### config.mk
export PLATFORM = sky130hd
export DESIGN_NAME = cpu_fetch_seq_flat
export DESIGN_NICKNAME = d
export VERILOG_FILES = /design/src/rtl/cpu_fetch_seq_if.sv /design/src/rtl/cpu_fetch_seq.sv /design/src/flat_wrapper.sv
export SDC_FILE = /design/constraint.sdc
export NUM_CORES = 1
export LEC_CHECK = 0
export CAP_MARGIN = 5
export CORE_ASPECT_RATIO = 2
export CORE_MARGIN = 5
export CORE_UTILIZATION = 54
export CTS_CLUSTER_DIAMETER = 50
export DETAILED_ROUTE_END_ITERATION = 7
export HOLD_SLACK_MARGIN = 0.12
export PLACE_DENSITY = 0.81
export REMOVE_ABC_BUFFERS = 1
export SLEW_MARGIN = 0
export SYNTH_ARGS = -nofsm -noshare
export SYNTH_HDL_FRONTEND = slang
export SYNTH_SLANG_ARGS = --single-unit
### constraint.sdc
create_clock -name clk -period 2.2 [get_ports clk]
set_input_delay 0.44 -clock clk [delete_from_list [all_inputs] [get_ports clk]]
set_output_delay 0.44 -clock clk [all_outputs]
set_load 0.1 [all_outputs]
### src/rtl/cpu_fetch_seq_if.sv
// -----------------------------------------------------------------------------
// cpu_fetch_seq_if
// Memory-side bus of the opcode-fetch sequencer.
//   a      address bus (ADDR_W bits), driven by the sequencer
//   r_nw   read/not-write strobe, driven by the sequencer
//   dout   write data, driven by the sequencer
//   din    read data, driven by the memory side
//   ready  wait-state request (low stalls), driven by the memory side
// ADDR_W must match the ADDR_W of the cpu_fetch_seq instance it is bound to.
// -----------------------------------------------------------------------------
interface cpu_fetch_seq_if #(
  parameter int ADDR_W = 16
) ();
  logic [ADDR_W-1:0] a;
  logic              r_nw;
  logic [7:0]        dout;
  logic [7:0]        din;
  logic              ready;

  modport master (output a, r_nw, dout, input din, ready);
  modport slave  (input a, r_nw, dout, output din, ready);
endinterface

### src/rtl/cpu_fetch_seq.sv
// -----------------------------------------------------------------------------
// cpu_fetch_seq
// Opcode-fetch / timing sequencer for the NES CPU core. Divides clk into
// machine cycles of PHASES clocks, alternates opcode fetch (T0) with a
// decode/dummy-read cycle (T1), and parks in HALT when the fetched opcode is
// BRK_OP. While halted a debug host can read/modify PC and IR and resume.
//
// Ports
//   clk, rst_n   system clock, synchronous active-low reset
//   bus          master side of cpu_fetch_seq_if (a, r_nw, dout, din, ready)
//   brk          one-clock pulse on the first clock spent in HALT
//   halted       high while in HALT
//   dbg_resume   leave HALT (ignored unless halted)
//   dbgreg_sel   debug register select: 0 PCL, 1 PCH, 2 IR, 3 PD, 4 state,
//                5 phase, others read 8'hBD
//   dbgreg_wr    debug write strobe (sel 0..2, honoured only while halted)
//   dbgreg_in    debug write data
//   dbgreg_out   debug read data, combinational on dbgreg_sel
// -----------------------------------------------------------------------------
module cpu_fetch_seq #(
  parameter int          ADDR_W   = 16,       // 9..16
  parameter logic [15:0] RESET_PC = 16'h8000, // low ADDR_W bits used
  parameter int          PHASES   = 4,        // even, >= 2
  parameter logic [7:0]  BRK_OP   = 8'h00
) (
  input  logic                   clk,
  input  logic                   rst_n,
  cpu_fetch_seq_if.master        bus,
  output logic                   brk,
  output logic                   halted,
  input  logic                   dbg_resume,
  input  logic [3:0]             dbgreg_sel,
  input  logic                   dbgreg_wr,
  input  logic [7:0]             dbgreg_in,
  output logic [7:0]             dbgreg_out
);

  localparam int PH_W = $clog2(PHASES);

  typedef enum logic [1:0] {
    ST_T0   = 2'd0,
    ST_T1   = 2'd1,
    ST_HALT = 2'd2
  } state_t;

  state_t            state, state_n;
  logic [PH_W-1:0]   phase, phase_n, phase_inc;
  logic [ADDR_W-1:0] pc, pc_n;
  logic [ADDR_W-1:0] a_q, a_n;
  logic [7:0]        ir, ir_n;
  logic [7:0]        pd, pd_n;
  logic              brk_n;
  logic              q_ready;
  logic              rdy, phi1, phi2;
  logic [15:0]       pc_ext;

  // The ready input is honoured only once it has been stable for a clock, so
  // a wait state always costs one extra clock after ready returns.
  assign rdy       = bus.ready & q_ready;
  assign phi1      = rdy && (phase == '0);
  assign phi2      = rdy && (phase == PH_W'(PHASES / 2));
  assign phase_inc = (phase == PH_W'(PHASES - 1)) ? '0 : phase + PH_W'(1);

  always_comb begin
    // NOTE: every target gets a default first so no path leaves a latch behind.
    state_n = state;
    phase_n = phase;
    pc_n    = pc;
    a_n     = a_q;
    ir_n    = ir;
    pd_n    = pd;
    brk_n   = 1'b0;

    if (rdy) begin
      case (state)
        ST_T0: begin
          phase_n = phase_inc;
          if (phi2) begin
            pd_n = bus.din;
            pc_n = pc + ADDR_W'(1);
          end
          if (phi1) begin
            state_n = ST_T1;
            ir_n    = pd;
            a_n     = pc;
          end
        end
        ST_T1: begin
          phase_n = phase_inc;
          if (phi1) begin
            if (ir == BRK_OP) begin
              state_n = ST_HALT;
              brk_n   = 1'b1;
            end else begin
              state_n = ST_T0;
              a_n     = pc;
            end
          end
        end
        ST_HALT: begin
          // Phase is held while halted. A debug write lands before a resume
          // on the same edge, so the address bus picks up the new PC.
          if (dbgreg_wr) begin
            case (dbgreg_sel)
              4'd0:    pc_n = {pc[ADDR_W-1:8], dbgreg_in};
              4'd1:    pc_n = ADDR_W'({dbgreg_in, pc[7:0]});
              4'd2:    ir_n = dbgreg_in;
              default: ;
            endcase
          end
          if (dbg_resume) begin
            state_n = ST_T0;
            phase_n = PH_W'(1);
            a_n     = pc_n;
          end
        end
        default: state_n = ST_T0;
      endcase
    end
  end

  always_ff @(posedge clk) begin
    if (!rst_n) begin
      state   <= ST_T0;
      phase   <= PH_W'(1);
      pc      <= RESET_PC[ADDR_W-1:0];
      a_q     <= RESET_PC[ADDR_W-1:0];
      ir      <= BRK_OP;
      pd      <= '0;
      brk     <= 1'b0;
      q_ready <= 1'b1;
    end else begin
      // NOTE: non-blocking so every register samples pre-edge values.
      state   <= state_n;
      phase   <= phase_n;
      pc      <= pc_n;
      a_q     <= a_n;
      ir      <= ir_n;
      pd      <= pd_n;
      brk     <= brk_n;
      q_ready <= bus.ready;
    end
  end

  assign bus.a    = a_q;
  assign bus.r_nw = 1'b1;
  assign bus.dout = 8'h00;
  assign halted   = (state == ST_HALT);

  assign pc_ext = 16'(pc);

  always_comb begin
    case (dbgreg_sel)
      4'd0:    dbgreg_out = pc_ext[7:0];
      4'd1:    dbgreg_out = pc_ext[15:8];
      4'd2:    dbgreg_out = ir;
      4'd3:    dbgreg_out = pd;
      4'd4:    dbgreg_out = {6'b0, state};
      4'd5:    dbgreg_out = 8'(phase);
      default: dbgreg_out = 8'hBD;
    endcase
  end

endmodule

### src/flat_wrapper.sv
// flat-port wrapper written by rule: the top's interface ports become plain ports
module cpu_fetch_seq_flat 
#(
  parameter int          ADDR_W   = 16,               
  parameter logic [15:0] RESET_PC = 16'h8000,                        
  parameter int          PHASES   = 4,                     
  parameter logic [7:0]  BRK_OP   = 8'h00
)
  (clk, rst_n, brk, halted, dbg_resume, dbgreg_sel, dbgreg_wr, dbgreg_in, dbgreg_out, bus_a, bus_r_nw, bus_dout, bus_din, bus_ready);
  cpu_fetch_seq_if #(.ADDR_W(ADDR_W)) bus_i ();
  input  logic clk;
  input  logic rst_n;
  output logic brk;
  output logic halted;
  input  logic dbg_resume;
  input  logic [3:0] dbgreg_sel;
  input  logic dbgreg_wr;
  input  logic [7:0] dbgreg_in;
  output logic [7:0] dbgreg_out;
  output wire logic [$bits(bus_i.a)-1:0] bus_a;
  output wire logic [$bits(bus_i.r_nw)-1:0] bus_r_nw;
  output wire logic [$bits(bus_i.dout)-1:0] bus_dout;
  input wire logic [$bits(bus_i.din)-1:0] bus_din;
  input wire logic [$bits(bus_i.ready)-1:0] bus_ready;
  assign bus_a = bus_i.a;
  assign bus_r_nw = bus_i.r_nw;
  assign bus_dout = bus_i.dout;
  assign bus_i.din = bus_din;
  assign bus_i.ready = bus_ready;
  cpu_fetch_seq #(.ADDR_W(ADDR_W), .RESET_PC(RESET_PC), .PHASES(PHASES), .BRK_OP(BRK_OP)) u_core (.clk(clk), .rst_n(rst_n), .bus(bus_i), .brk(brk), .halted(halted), .dbg_resume(dbg_resume), .dbgreg_sel(dbgreg_sel), .dbgreg_wr(dbgreg_wr), .dbgreg_in(dbgreg_in), .dbgreg_out(dbgreg_out));
endmodule
==> results.tsv <==
stage	metric	value	unit
worst_setup_path	worstSetupPathType	in -> out	
synth	syn_area_per_cell	7.899	um^2
synth	synth_edf_count	0	
power_and_ir_drop	power_density	561.9	mW/mm^2
synth	yosysWarningCount	0	
floorplanning	num_io_pins	60	
detailed_routing	initialDrtViolationCount	391	
timing	setup_slack	0.04211	ns
cells_and_area	drive_above_1_share	0.2166	
worst_setup_path	endpoint_kind	output port	
job	drv_cap	0	
floorplanning	start_util	0.5558	
cts	ctsRootBufferMaster	clkbuf_16	
global_route	grt_max_degree	43	
worst_setup_path	r2r_end	u_core.pc[14]	
cells_and_area	nNetsFinal	545	
global_route	gr-total-overflow	0	
synth	synthCells	444	
cts	clk_transition_reported_paths	0.07	ns
worst_setup_path	crit_chain	clkdlybuf4s15_2, buf_4, mux4_2, nand2_1, a21oi_2, buf_12	
global_route	met1_usage	0.3105	
timing	hold_slack	0.4766	ns
global_route	gr-usage-met3	0.05505	
worst_hold_path	worstHoldStart	u_core.bus.a[4]	
worst_setup_path	path_max_fanout	6	
timing	fin_skew	0.007173	ns
global_route	grt_pass1_vias	3955	
cells_and_area	antenna_cells	0	
cells_and_area	layout_common_cells	69 x buf_4, 54 x dfxtp_1, 50 x a21oi_1	
synth	synthTopCellsByArea	dfxtp_1 31%, a21oi_1 7.4%, mux2i_1 5.4%	
place	globalplace.congestion	0.9649	
cells_and_area	layout_commonest_cell	buf_4	
cts	tritoncts	yes	
detailed_routing	vias_per_cell	6.617	
timing	fmax	463.4	MHz
synth	synth.distinct_cells	65	
synth	yosysSeqAreaShare	0.3082	
global_route	grt_busiest_layer	met2	
worst_setup_path	cpLargestDelayFamily	buffers and inverters	
worst_setup_path	reg2reg_from	u_core.pc[0]	
detailed_routing	firstDrtPassIters	6	
worst_setup_path	rr_worst_depth	5	
cts	cts_buffers	5	
worst_setup_path	worstSetupEndpoint	dbgreg_out[1]	
timing	period_share	0.9809	
floorplanning	die_area	0.008304	mm^2
detailed_routing	postRouteWirelength	12.30	mm
worst_setup_path	crit_start	dbgreg_sel[0]	
synth	ys_ff_latch	54	
global_route	grt_usage	0.3134	
cts	cts_max_path_buffers	2	
place	dp_slack	-0.3983	ns
worst_setup_path	start_kind	input pin	
global_route	grt_pass1_wl	19.48	mm
power_and_ir_drop	peakVddDrop	0.0005144	V
worst_setup_path	crit_arrival	1.72	ns
cts	clk_latency	0.30	ns
timing	slew_viol_final	0	
synth	synth.top_cell.area_share	0.3082	
power_and_ir_drop	p_leak	1.756	nW
timing	finalSetupTns	0	ns
synth	synthesis.area	0.003507	mm^2
global_route	grtUsageMet2	0.5466	
synth	synthFlopType	dfxtp_1	
worst_setup_path	crit_buf_inv	3	
power_and_ir_drop	p_total	2.609	mW
place	place_hpwl	9.182	mm
floorplanning	core	0.006310	mm^2
floorplanning	die_h	124.0	um
worst_setup_path	cp.depth	6	
detailed_routing	dr_total_vias	3990	
global_route	antenna_found_initial	0	
floorplanning	die_w	66.99	um
detailed_routing	post_drt_wl_per_cell	20.40	um
place	portBuffers	50	
floorplanning	std_cell_rows	41	
cts	hold_buffers	0	
timing	hold_viol_final	0	
synth	synth_top_cell_by_area	dfxtp_1	
timing	rsz0062_at_grt	false	
detailed_routing	ant_nets	0	
worst_setup_path	worstPathRequired	1.76	ns
cts	cts.sinks	54	
timing	period_needed	2.158	ns
worst_setup_path	slowest_stage	mux4_2	
timing	setup_violations	0	
worst_setup_path	rrSetupSlack	0.24	ns
worst_hold_path	hp-class	reg -> reg	
run_status	status	finished clean	
cells_and_area	syn2layout_area_growth	32.39	%
detailed_routing	drc	0	
synth	synthArstFlopShare	0	
worst_setup_path	cpPeakStageDelay	0.48	ns
cts	ctsHtreeMaxLevel	2	
sequential cells by signal (all words and copies together), names as in the netlist:
name	cells
u_core.pd	8
u_core.brk	1
u_core.bus.a	16
u_core.q_ready	1
u_core.pc	16
u_core.phase	2
u_core.state	2
u_core.ir	8
worst register-to-register path, delay by kind of cell (launching register included):
| family | cells | cell delay (ns) |
|---|---|---|
| mux | 1 | 0.23 |
| fa+ha+maj | 1 | 0.30 |
| compound gates | 1 | 0.10 |
| simple gates | 2 | 0.71 |
| flops | 1 | 0.48 |
stage by stage:
stage / instance area, um^2 / utilization / cells
global route: 4643 / 0.7359 / 603
CTS: 4648 / 0.7367 / 603
detailed placement: 4432 / 0.7024 / 593
finish: 4643 / 0.7359 / 603
global placement: 4432 / 0.7024 / 593
floorplan: 3273 / - / 400
area by class of cell:
type	count	area, um^2
multi-input combinational	338	2170
fill	503	1667
timing repair buffer	109	1086
sequential	54	1081
clock buffer	5	125.1
tap	86	107.6
clock inverter	3	40.04
inverter	8	33.78
where the power goes:
part	switching (mW)	total (mW)	internal, mW
registers	0.0350	1.05	1.01
logic	0.438	0.669	0.231
clock network	0.361	0.894	0.533
total	0.834	2.61	1.78
repair_timing:
item | in CTS | in global routing
pin swaps | 1 | 0
cloned | 1 | 0
hold endpoints to repair | 0 | 0
buffers inserted | 1 | 0
endpoints found under the setup margin | 20 | 7
resized for setup | 12 | 1
worst min-delay path by stage:
stage | to | depth (start not counted)
floorplan | u_core.pd[1] | 2
global placement | u_core.pd[6] | 2
global route | u_core.pd[1] | 2
CTS | u_core.pd[7] | 2
finish | u_core.bus.a[4] | 2
detailed placement | u_core.pd[7] | 2
synthesized netlist by cell type, types with 3 or more instances:
library cell and instances:
a211oi_1 14, a21boi_0 4, a21oi_1 52, a311oi_1 10, a31oi_1 8, and2_1 8
and3_1 7, and4_1 4, buf_2 12, buf_4 10, clkbuf_1 24, dfxtp_1 54
ha_1 4, inv_1 6, mux2_2 3, mux2i_1 19, mux4_2 3, nand2_1 44
nand2b_1 7, nand3_1 15, nand3b_1 3, nand4_1 10, nor2_1 24, nor3_1 5
nor3b_1 4, nor4_1 5, o21ai_0 21, o21ai_1 3, o22ai_1 4, o31a_1 5
or4_1 5
kinds of logic after synthesis:
group	share of synthesized area
compound gates	0.2679
fa+ha+maj	0.01427
buf+inv	0.08277
flops	0.3082
mux	0.08312
other cells	0.002141
simple gates	0.2415
per-layer routing:
layer | vias to the layer above | routed length [um]
li1 | 1780 | -
met5 | - | 0
met2 | 268 | 6240
met1 | 1854 | 4098
met4 | 0 | 965
met3 | 88 | 997
(Power assumes the default switching activity.)
